`src/rtl/snake_vga_driver_pkg.sv`:
```
`default_nettype none
// ============================================================================
//  Module      : snake_vga_driver_pkg
//  Description : Shared timing defaults (640x480@60, 25.175 MHz pixel clock)
//                and the counter type used by the snake VGA driver.
//  Revision    : 1.0 - initial release
// ============================================================================
package snake_vga_driver_pkg;

    // Horizontal timing in pixel clocks; line origin is the first sync clock.
    localparam int SNAKE_H_SYNC   = 96;
    localparam int SNAKE_H_BACK   = 48;
    localparam int SNAKE_H_DISP   = 640;
    localparam int SNAKE_H_TOTAL  = 800;

    // Vertical timing in lines; frame origin is the first sync line.
    localparam int SNAKE_V_SYNC   = 2;
    localparam int SNAKE_V_BACK   = 33;
    localparam int SNAKE_V_DISP   = 480;
    localparam int SNAKE_V_TOTAL  = 525;

    // Latency of the pixel source between coordinate request and data.
    localparam int SNAKE_DATA_LAT = 2;

    localparam int CNT_W = 11;
    typedef logic [CNT_W-1:0] cnt_t;

    // Inclusive unsigned window test on a counter value.
    function automatic logic in_window(input cnt_t val, input cnt_t lo, input cnt_t hi);
        return (val >= lo) && (val <= hi);
    endfunction

endpackage
`default_nettype wire

```
`src/rtl/snake_vga_driver.sv`:
```
`default_nettype none
// ============================================================================
//  Module      : snake_vga_driver
//  Description : VGA timing generator and pixel pipeline. Free-running h/v
//                counters (origin at start of sync) drive registered sync,
//                display-enable and RGB outputs, and a combinational pixel
//                coordinate request issued DATA_LAT clocks ahead of display.
//  Ports       : clk, rst          - pixel clock, synchronous active-high reset
//                pixel_data[15:0]  - RGB565 returned DATA_LAT clocks after request
//                pixel_xpos/ypos   - requested column/row (0 outside request window)
//                vga_hs / vga_vs   - active-low syncs
//                vga_de / vga_rgb  - display enable and RGB565 to DAC
//                frame_start       - one-clock pulse per frame
//  Revision    : 1.0 - initial release
// ============================================================================
module snake_vga_driver
    import snake_vga_driver_pkg::*;
#(
    parameter int H_SYNC   = SNAKE_H_SYNC,
    parameter int H_BACK   = SNAKE_H_BACK,
    parameter int H_DISP   = SNAKE_H_DISP,
    parameter int H_TOTAL  = SNAKE_H_TOTAL,
    parameter int V_SYNC   = SNAKE_V_SYNC,
    parameter int V_BACK   = SNAKE_V_BACK,
    parameter int V_DISP   = SNAKE_V_DISP,
    parameter int V_TOTAL  = SNAKE_V_TOTAL,
    parameter int DATA_LAT = SNAKE_DATA_LAT
) (
    input  logic        clk,
    input  logic        rst,
    input  logic [15:0] pixel_data,
    output logic [10:0] pixel_xpos,
    output logic [10:0] pixel_ypos,
    output logic        vga_hs,
    output logic        vga_vs,
    output logic        vga_de,
    output logic [15:0] vga_rgb,
    output logic        frame_start
);

    localparam cnt_t C_H_MAX    = cnt_t'(H_TOTAL - 1);
    localparam cnt_t C_V_MAX    = cnt_t'(V_TOTAL - 1);
    localparam cnt_t C_H_SYNC   = cnt_t'(H_SYNC);
    localparam cnt_t C_V_SYNC   = cnt_t'(V_SYNC);
    localparam cnt_t C_H_ACT_LO = cnt_t'(H_SYNC + H_BACK);
    localparam cnt_t C_H_ACT_HI = cnt_t'(H_SYNC + H_BACK + H_DISP - 1);
    localparam cnt_t C_V_ACT_LO = cnt_t'(V_SYNC + V_BACK);
    localparam cnt_t C_V_ACT_HI = cnt_t'(V_SYNC + V_BACK + V_DISP - 1);
    // Request window leads the active window so data lands just in time.
    localparam cnt_t C_H_REQ_LO = cnt_t'(H_SYNC + H_BACK - DATA_LAT);
    localparam cnt_t C_H_REQ_HI = cnt_t'(H_SYNC + H_BACK + H_DISP - 1 - DATA_LAT);

    cnt_t        h_cnt_q, h_cnt_d;
    cnt_t        v_cnt_q, v_cnt_d;
    logic        hs_q, hs_d;
    logic        vs_q, vs_d;
    logic        de_q, de_d;
    logic [15:0] rgb_q, rgb_d;
    logic        fs_q, fs_d;

    logic        w_v_active;
    logic        w_active;
    logic        w_req;

    always_comb begin
        h_cnt_d = h_cnt_q + cnt_t'(1);
        v_cnt_d = v_cnt_q;
        if (h_cnt_q == C_H_MAX) begin
            h_cnt_d = '0;
            v_cnt_d = (v_cnt_q == C_V_MAX) ? '0 : v_cnt_q + cnt_t'(1);
        end

        w_v_active = in_window(v_cnt_q, C_V_ACT_LO, C_V_ACT_HI);
        w_active   = w_v_active && in_window(h_cnt_q, C_H_ACT_LO, C_H_ACT_HI);
        w_req      = w_v_active && in_window(h_cnt_q, C_H_REQ_LO, C_H_REQ_HI);

        hs_d  = (h_cnt_q >= C_H_SYNC);
        vs_d  = (v_cnt_q >= C_V_SYNC);
        de_d  = w_active;
        rgb_d = w_active ? pixel_data : 16'h0000;
        fs_d  = (h_cnt_q == '0) && (v_cnt_q == '0);
    end

    // Coordinates are combinational; reset masks them so a source never sees
    // a stale request while the counters are being cleared.
    always_comb begin
        pixel_xpos = '0;
        pixel_ypos = '0;
        if (w_req && !rst) begin
            pixel_xpos = h_cnt_q - C_H_REQ_LO;
            pixel_ypos = v_cnt_q - C_V_ACT_LO;
        end
    end

    always_ff @(posedge clk) begin
        if (rst) begin
            h_cnt_q <= '0;
            v_cnt_q <= '0;
            hs_q    <= 1'b1;
            vs_q    <= 1'b1;
            de_q    <= 1'b0;
            rgb_q   <= 16'h0000;
            fs_q    <= 1'b0;
        end else begin
            h_cnt_q <= h_cnt_d;
            v_cnt_q <= v_cnt_d;
            hs_q    <= hs_d;
            vs_q    <= vs_d;
            de_q    <= de_d;
            rgb_q   <= rgb_d;
            fs_q    <= fs_d;
        end
    end

    assign vga_hs      = hs_q;
    assign vga_vs      = vs_q;
    assign vga_de      = de_q;
    assign vga_rgb     = rgb_q;
    assign frame_start = fs_q;

endmodule
`default_nettype wire

```
`config.mk`:
```
export PLATFORM = sky130hd
export DESIGN_NAME = snake_vga_driver
export DESIGN_NICKNAME = d
export VERILOG_FILES = /design/src/rtl/snake_vga_driver_pkg.sv /design/src/rtl/snake_vga_driver.sv
export SDC_FILE = /design/constraint.sdc
export NUM_CORES = 1
export LEC_CHECK = 0
export ABC_CLOCK_PERIOD_IN_PS = 2100
export BUFFER_PORTS_ARGS = -buffer_cell sky130_fd_sc_hd__buf_2
export CAP_MARGIN = 20
export CORE_MARGIN = 2
export CORE_UTILIZATION = 40
export DETAILED_ROUTE_END_ITERATION = 10
export PLACE_DENSITY = 0.73
export SETUP_SLACK_MARGIN = 0.5
export SLEW_MARGIN = 20
export SYNTH_ARGS = -nofsm -noshare
export SYNTH_HDL_FRONTEND = slang
export SYNTH_SLANG_ARGS = --single-unit
```
`constraint.sdc`:
```
create_clock -name clk -period 2.1 [get_ports clk]
set_clock_uncertainty 0.1 [all_clocks]
set_input_delay 0.105 -clock clk [delete_from_list [all_inputs] [get_ports clk]]
set_output_delay 0.105 -clock clk [all_outputs]
set_load 0.1 [all_outputs]
```
# [After elaboration in Yosys (flattened, before gate mapping)]
# Index checks and enable logic that the tools add are counted.
[totals] register_bits=42 elab_cells=37 output_inout_bits=42
[classes] n_eq_ne=2 muxes=3 n_bitwise=1 n_reduce_logical=12 addsub=4 order_cmp=8
[op_table] op="11-bit by 10-bit less-or-equal comparator with 1-bit output, second input constant" n=3
[op_table] op="11-bit two-way mux" n=3
[op_table] op="11-bit by 1-bit adder with 11-bit output, second input constant" n=2
[op_table] op="11-bit by 10-bit == test with 1-bit output, second input constant" n=2
[op_table] op="11-bit by 8-bit >= comparator with 1-bit output, second input constant" n=2
[op_table] op="11-bit zero test" n=2
[op_table] op="11-bit by 2-bit >= comparator with 1-bit output, second input constant" n=1
[op_table] op="11-bit by 6-bit >= comparator with 1-bit output, second input constant" n=1
[op_table] op="11-bit by 7-bit >= comparator with 1-bit output, second input constant" n=1
[op_table] op="11-bit by 6-bit subtractor with 11-bit output, second input constant" n=1
[op_table] op="11-bit by 8-bit subtractor with 11-bit output, second input constant" n=1
[op_table] op="1-bit logical AND" n=7
[op_table] op="2-bit OR reduction" n=2
[op_table] op="1-bit zero test" n=1
[op_table] op="1-bit inverter" n=1

# [Depth between registers and ports, before layout]
[logic_depth] word_depth=5 mapped_depth=8 depth_no_buf=6

# [Worst setup path before layout]
# No wires, ideal clock.
[synth_path] kind="reg2out" start="register v_cnt_q[1]" end="output pixel_ypos[10]" slack_ns=-1.596 t_arrival_ns=3.491 required_time_ns=1.895 path_buffers=1 path_stages_with_launch=7 cell_sequence="dfxtp_1 -> ha_1 -> clkbuf_1 -> o41ai_1 -> nand3_1 -> xor2_1 -> nor3_1"
[synth_between] elab_chain_len=5
[synth_rtl] item="start, declared" line_no="snake_vga_driver.sv:54" text="cnt_t v_cnt_q, v_cnt_d;"
[synth_rtl] item="start signal, assigned" line_no="snake_vga_driver.sv:106" text="v_cnt_q <= v_cnt_d;"
[synth_rtl] item="11-bit by 6-bit >= comparator with 1-bit output / 11-bit by 10-bit less-or-equal comparator with 1-bit output (equally long branches)" line_no="snake_vga_driver_pkg.sv:30" text="return (val >= lo) && (val <= hi);"
[synth_rtl] item="1-bit logical AND" line_no="snake_vga_driver_pkg.sv:30"
[synth_rtl] item="1-bit logical AND" line_no="snake_vga_driver.sv:75" text="w_req = w_v_active && in_window(h_cnt_q, C_H_REQ_LO, C_H_REQ_HI);"
[synth_rtl] item="1-bit logical AND" line_no="snake_vga_driver.sv:89" text="if (w_req && !rst) begin"
[synth_rtl] item="11-bit two-way mux *" line_no="snake_vga_driver.sv:89"
[synth_rtl] item="end, declared" line_no="snake_vga_driver.sv:33" text="output logic [10:0] pixel_ypos,"
# Every way passes the cells marked *; elsewhere a longest branch is shown, timed or not.

# [Final worst setup path]
[layout_path] start="register h_cnt_q[1]" end="output pixel_xpos[4]"
[layout_between] elab_chain_len=5
[layout_rtl] item="start, declared" line_no="snake_vga_driver.sv:53" text="cnt_t h_cnt_q, h_cnt_d;"
[layout_rtl] item="start signal, assigned" line_no="snake_vga_driver.sv:105" text="h_cnt_q <= h_cnt_d;"
[layout_rtl] item="11-bit by 8-bit >= comparator with 1-bit output / 11-bit by 10-bit less-or-equal comparator with 1-bit output (equally long branches)" line_no="snake_vga_driver_pkg.sv:30"
[layout_rtl] item="1-bit logical AND" line_no="snake_vga_driver_pkg.sv:30"
[layout_rtl] item="1-bit logical AND" line_no="snake_vga_driver.sv:75"
[layout_rtl] item="1-bit logical AND" line_no="snake_vga_driver.sv:89"
[layout_rtl] item="11-bit two-way mux *" line_no="snake_vga_driver.sv:89"
[layout_rtl] item="end, declared" line_no="snake_vga_driver.sv:32" text="output logic [10:0] pixel_xpos,"
# Marked as above.

==> flow_summary_export.csv <==
group,metric,value,unit
status,outcome,"finished, violations left",
status,violations,"setup timing",
drt,route.detailed.drc,0,
setup_path,criticalPathCategory,"register to output port",
sta,period_share,125.7,%
clock_network,h-tree-depth,2,
setup_path,endpoint_kind,"output port",
clock_network,cts.path.max_buffers,2,
power_and_ir_drop,pwr-share-comb,13.7,%
clock_network,cts.clk_slew.worst_paths,90,ps
setup_path,cp_max_fo,6,
setup_path,r2r_cells,7,
power_and_ir_drop,p_sw_share,28.34,%
synthesis,avgSynthCellArea,8.879,sq um
worst_hold_path,whs_endpoint,"v_cnt_q[1]",
floorplanning,ioPinCount,60,
placed_design,dp_hpwl,5008,microns
sta,grt_setup_unrepaired,"yes",
power_and_ir_drop,seqPwrFrac,49.7,%
synthesis,synth-seq-cells,42,
sta,finalSetupViolations,42,
sta,hold_ws,27.90,ps
worst_hold_path,holdCritPathClass,"input port to register",
finish,stdcell_area,0.005184,sq mm
floorplanning,die_area,0.006885,sq mm
global_routing,grt_max_degree,18,
synthesis,yosys.cell_types.count,53,
setup_path,worstSetupStartpointType,"register",
power_and_ir_drop,p_per_area,313.9,mW/mm^2
global_routing,grt_pass1_wl,20620,microns
synthesis,synth.top_cell.area_share,33.70,%
synthesis,synth-edff-count,0,
global_routing,grt-ovfl-total,0,
sta,clock.fmax,378.8,MHz
power_and_ir_drop,finalPower,1627,uW
sta,drv_slew,0,
synthesis,synthesis.area,0.002495,sq mm
clock_network,numCtsBuffers,5,
global_routing,track_usage,38.51,%
synthesis,synth-async-reset-ratio,0,%
drt,drtPass1Iterations,7,
placed_design,gp_congestion,0.9717,
floorplanning,die_x,82.98,microns
setup_path,critPathRequiredTime,1890,ps
setup_path,r2r-end,"vga_rgb[7]",
synthesis,yosysTopAreaCell,"dfxtp_1",
finish,n_antenna_cell,0,
drt,drtAntennaViolNets,0,
sta,tightest_slew,620.2,ps
sta,setup-tns-final,-11110,ps
drt,vias,3585,
clock_network,insertion_delay,320,ps
global_routing,grt_pass1_vias,3381,
worst_hold_path,hold_start,"rst",
floorplanning,core,0.005991,sq mm
clock_network,root_buffer,"clkbuf_8",
sta,min_period,2640,ps
finish,layout.nets,466,
synthesis,synth_nets,308,
synthesis,synth.area.top_cells,"dfxtp_1 34%, nor3_1 5.6%, ha_1 4.5%",
finish,finalNonFillerCells,515,
clock_network,clock-sinks,42,
finish,final_common_cell,"buf_4",
placed_design,dp_cells,436,
sta,hold_viol,0,
finish,multi_input_area,0.002238,sq mm
placed_design,io_buffers,59,
floorplanning,num_rows,28,
setup_path,rrSetupSlack,-190,ps
finish,drive_gt1_share,64.55,%
drt,vias_per_cell,6.961,
finish,regArea,873.3,sq um
power_and_ir_drop,p_leak,0.002093,uW
power_and_ir_drop,intPower,1166,uW
sta,worst_slack,-540.3,ps
finish,final_cell_mix,"61 x buf_4, 37 x buf_2, 30 x buf_6",
flow_run,cap_violations,0,
power_and_ir_drop,clkPwrFrac,36.5,%
setup_path,r2r_start,"h_cnt_q[5]",
finish,synthToLayoutAreaGrowth,107.8,%
synthesis,synth-main-ff-cell,"dfxtp_1",
clock_network,cts_tree,"yes",
power_and_ir_drop,netSwitchingPower,461.3,uW
setup_path,arrival,2440,ps
power_and_ir_drop,irDropWorstVdd,463.4,uV
sta,relSlewSlack,58.66,%
placed_design,place_area,0.003557,sq mm
synthesis,ys_seq_area_share,33.70,%
floorplanning,initial_core_util,41.65,%
drt,wirelength,15720,microns
global_routing,antenna_found_initial,0,
drt,wl_per_cell,30.52,microns
drt,drt_iter0_markers,642,
synthesis,ys_warn_count,0,
floorplanning,die_h,82.98,microns
finish,fill_cells,205,
synthesis,netlist_instances,281,
worst_hold_path,whs_path_depth,2,
## cell families (layout without fill, tap and decap cells)
group / Yosys count / in the layout / synth area share, %
AOI/OAI and AO/OA: 45 / 45 / 14.19
adders and majority gates: 9 / 9 / 4.514
DFF: 42 / 42 / 33.70
xor gates and xnor gates: 21 / 21 / 7.372
and+or+nand+nor: 125 / 126 / 31.70
buffers and inverters: 39 / 197 / 8.525
## state kept, by name (all words and copies together) (netlist names)
register,cells
vga_vs,1
v_cnt_q,11
vga_rgb,16
vga_hs,1
vga_de,1
frame_start,1
h_cnt_q,11
## synth_stat cells, types with 3 or more instances
cell,n
a21oi_1,18
nand3_1,13
nor2_1,12
nand4_1,8
nor4b_1,12
or3_1,6
buf_6,5
xor2_1,11
buf_4,4
ha_1,9
inv_1,10
and4_1,3
dfxtp_1,42
nor3_1,28
clkbuf_1,8
or4_1,3
nand2_1,13
nor4b_2,5
xnor2_1,10
buf_2,11
o21ai_0,6
nor3b_1,3
and3_1,4
## power by group through the flow
stage                     Sequential (uW)  Combinational (uW)  Clock [uW]
after global placement                829                 120           0
final                                 810                 224         594
after CTS                             809                 173         550
after detailed placement              830                 122           0
after global routing                  810                 225         604
after floorplan                       861                45.4           0
## worst max-delay path, stage by stage (launching register included)
cell	delay (ps)
dfxtp_4	380
buf_4	120
inv_2	50
ha_1	180
a21bo_2	210
o211a_4	270
o22ai_4	260
buf_6	150
buf_8	140
buf_6	110
nor3_4	40
buf_12	180
## timing repair
action | in CTS | in global routing
pin swaps | 34 | 19
hold buffers | 16 | 0
gates resized for setup | 163 | 39
buffers inserted | 38 | 13
setup endpoints to repair | 59 | 62
cloned | 4 | 0
hold endpoints to repair | 16 | 0
## how the worst max path moves through the flow
stage,start,slack [ps],endpoint
after detailed placement,h_cnt_q[1],-80,pixel_xpos[9]
final,h_cnt_q[1],-540,pixel_xpos[4]
after global routing,h_cnt_q[1],-540,pixel_xpos[4]
after floorplan,h_cnt_q[1],-600,pixel_xpos[9]
after global placement,h_cnt_q[1],-40,pixel_xpos[9]
after CTS,h_cnt_q[1],-360,pixel_xpos[9]
## area by class of cell
class,instances,share of cell area [%]
sequential,42,16.85
tap,75,1.810
multi-input combinational,201,43.18
clock inverter,1,0.09655
clock buffer,7,1.665
timing repair buffer,179,35.58
inverter,10,0.8207
## through the flow
stage	utilization (%)	setup slack (ps)
after floorplan	-	-597.9
after detailed placement	59.38	-81.89
after global placement	59.38	-43.37
final	86.53	-540.3
after global routing	86.53	-544.3
after CTS	81.52	-359.6
## metal layers
metal	global-route usage (%)	wire length, microns
met2	60.26	6683
met5	0	0
met1	48.55	5453
met4	19.97	1293
met3	10.24	2285
No activity file was read; power rests on OpenSTA's default activity.
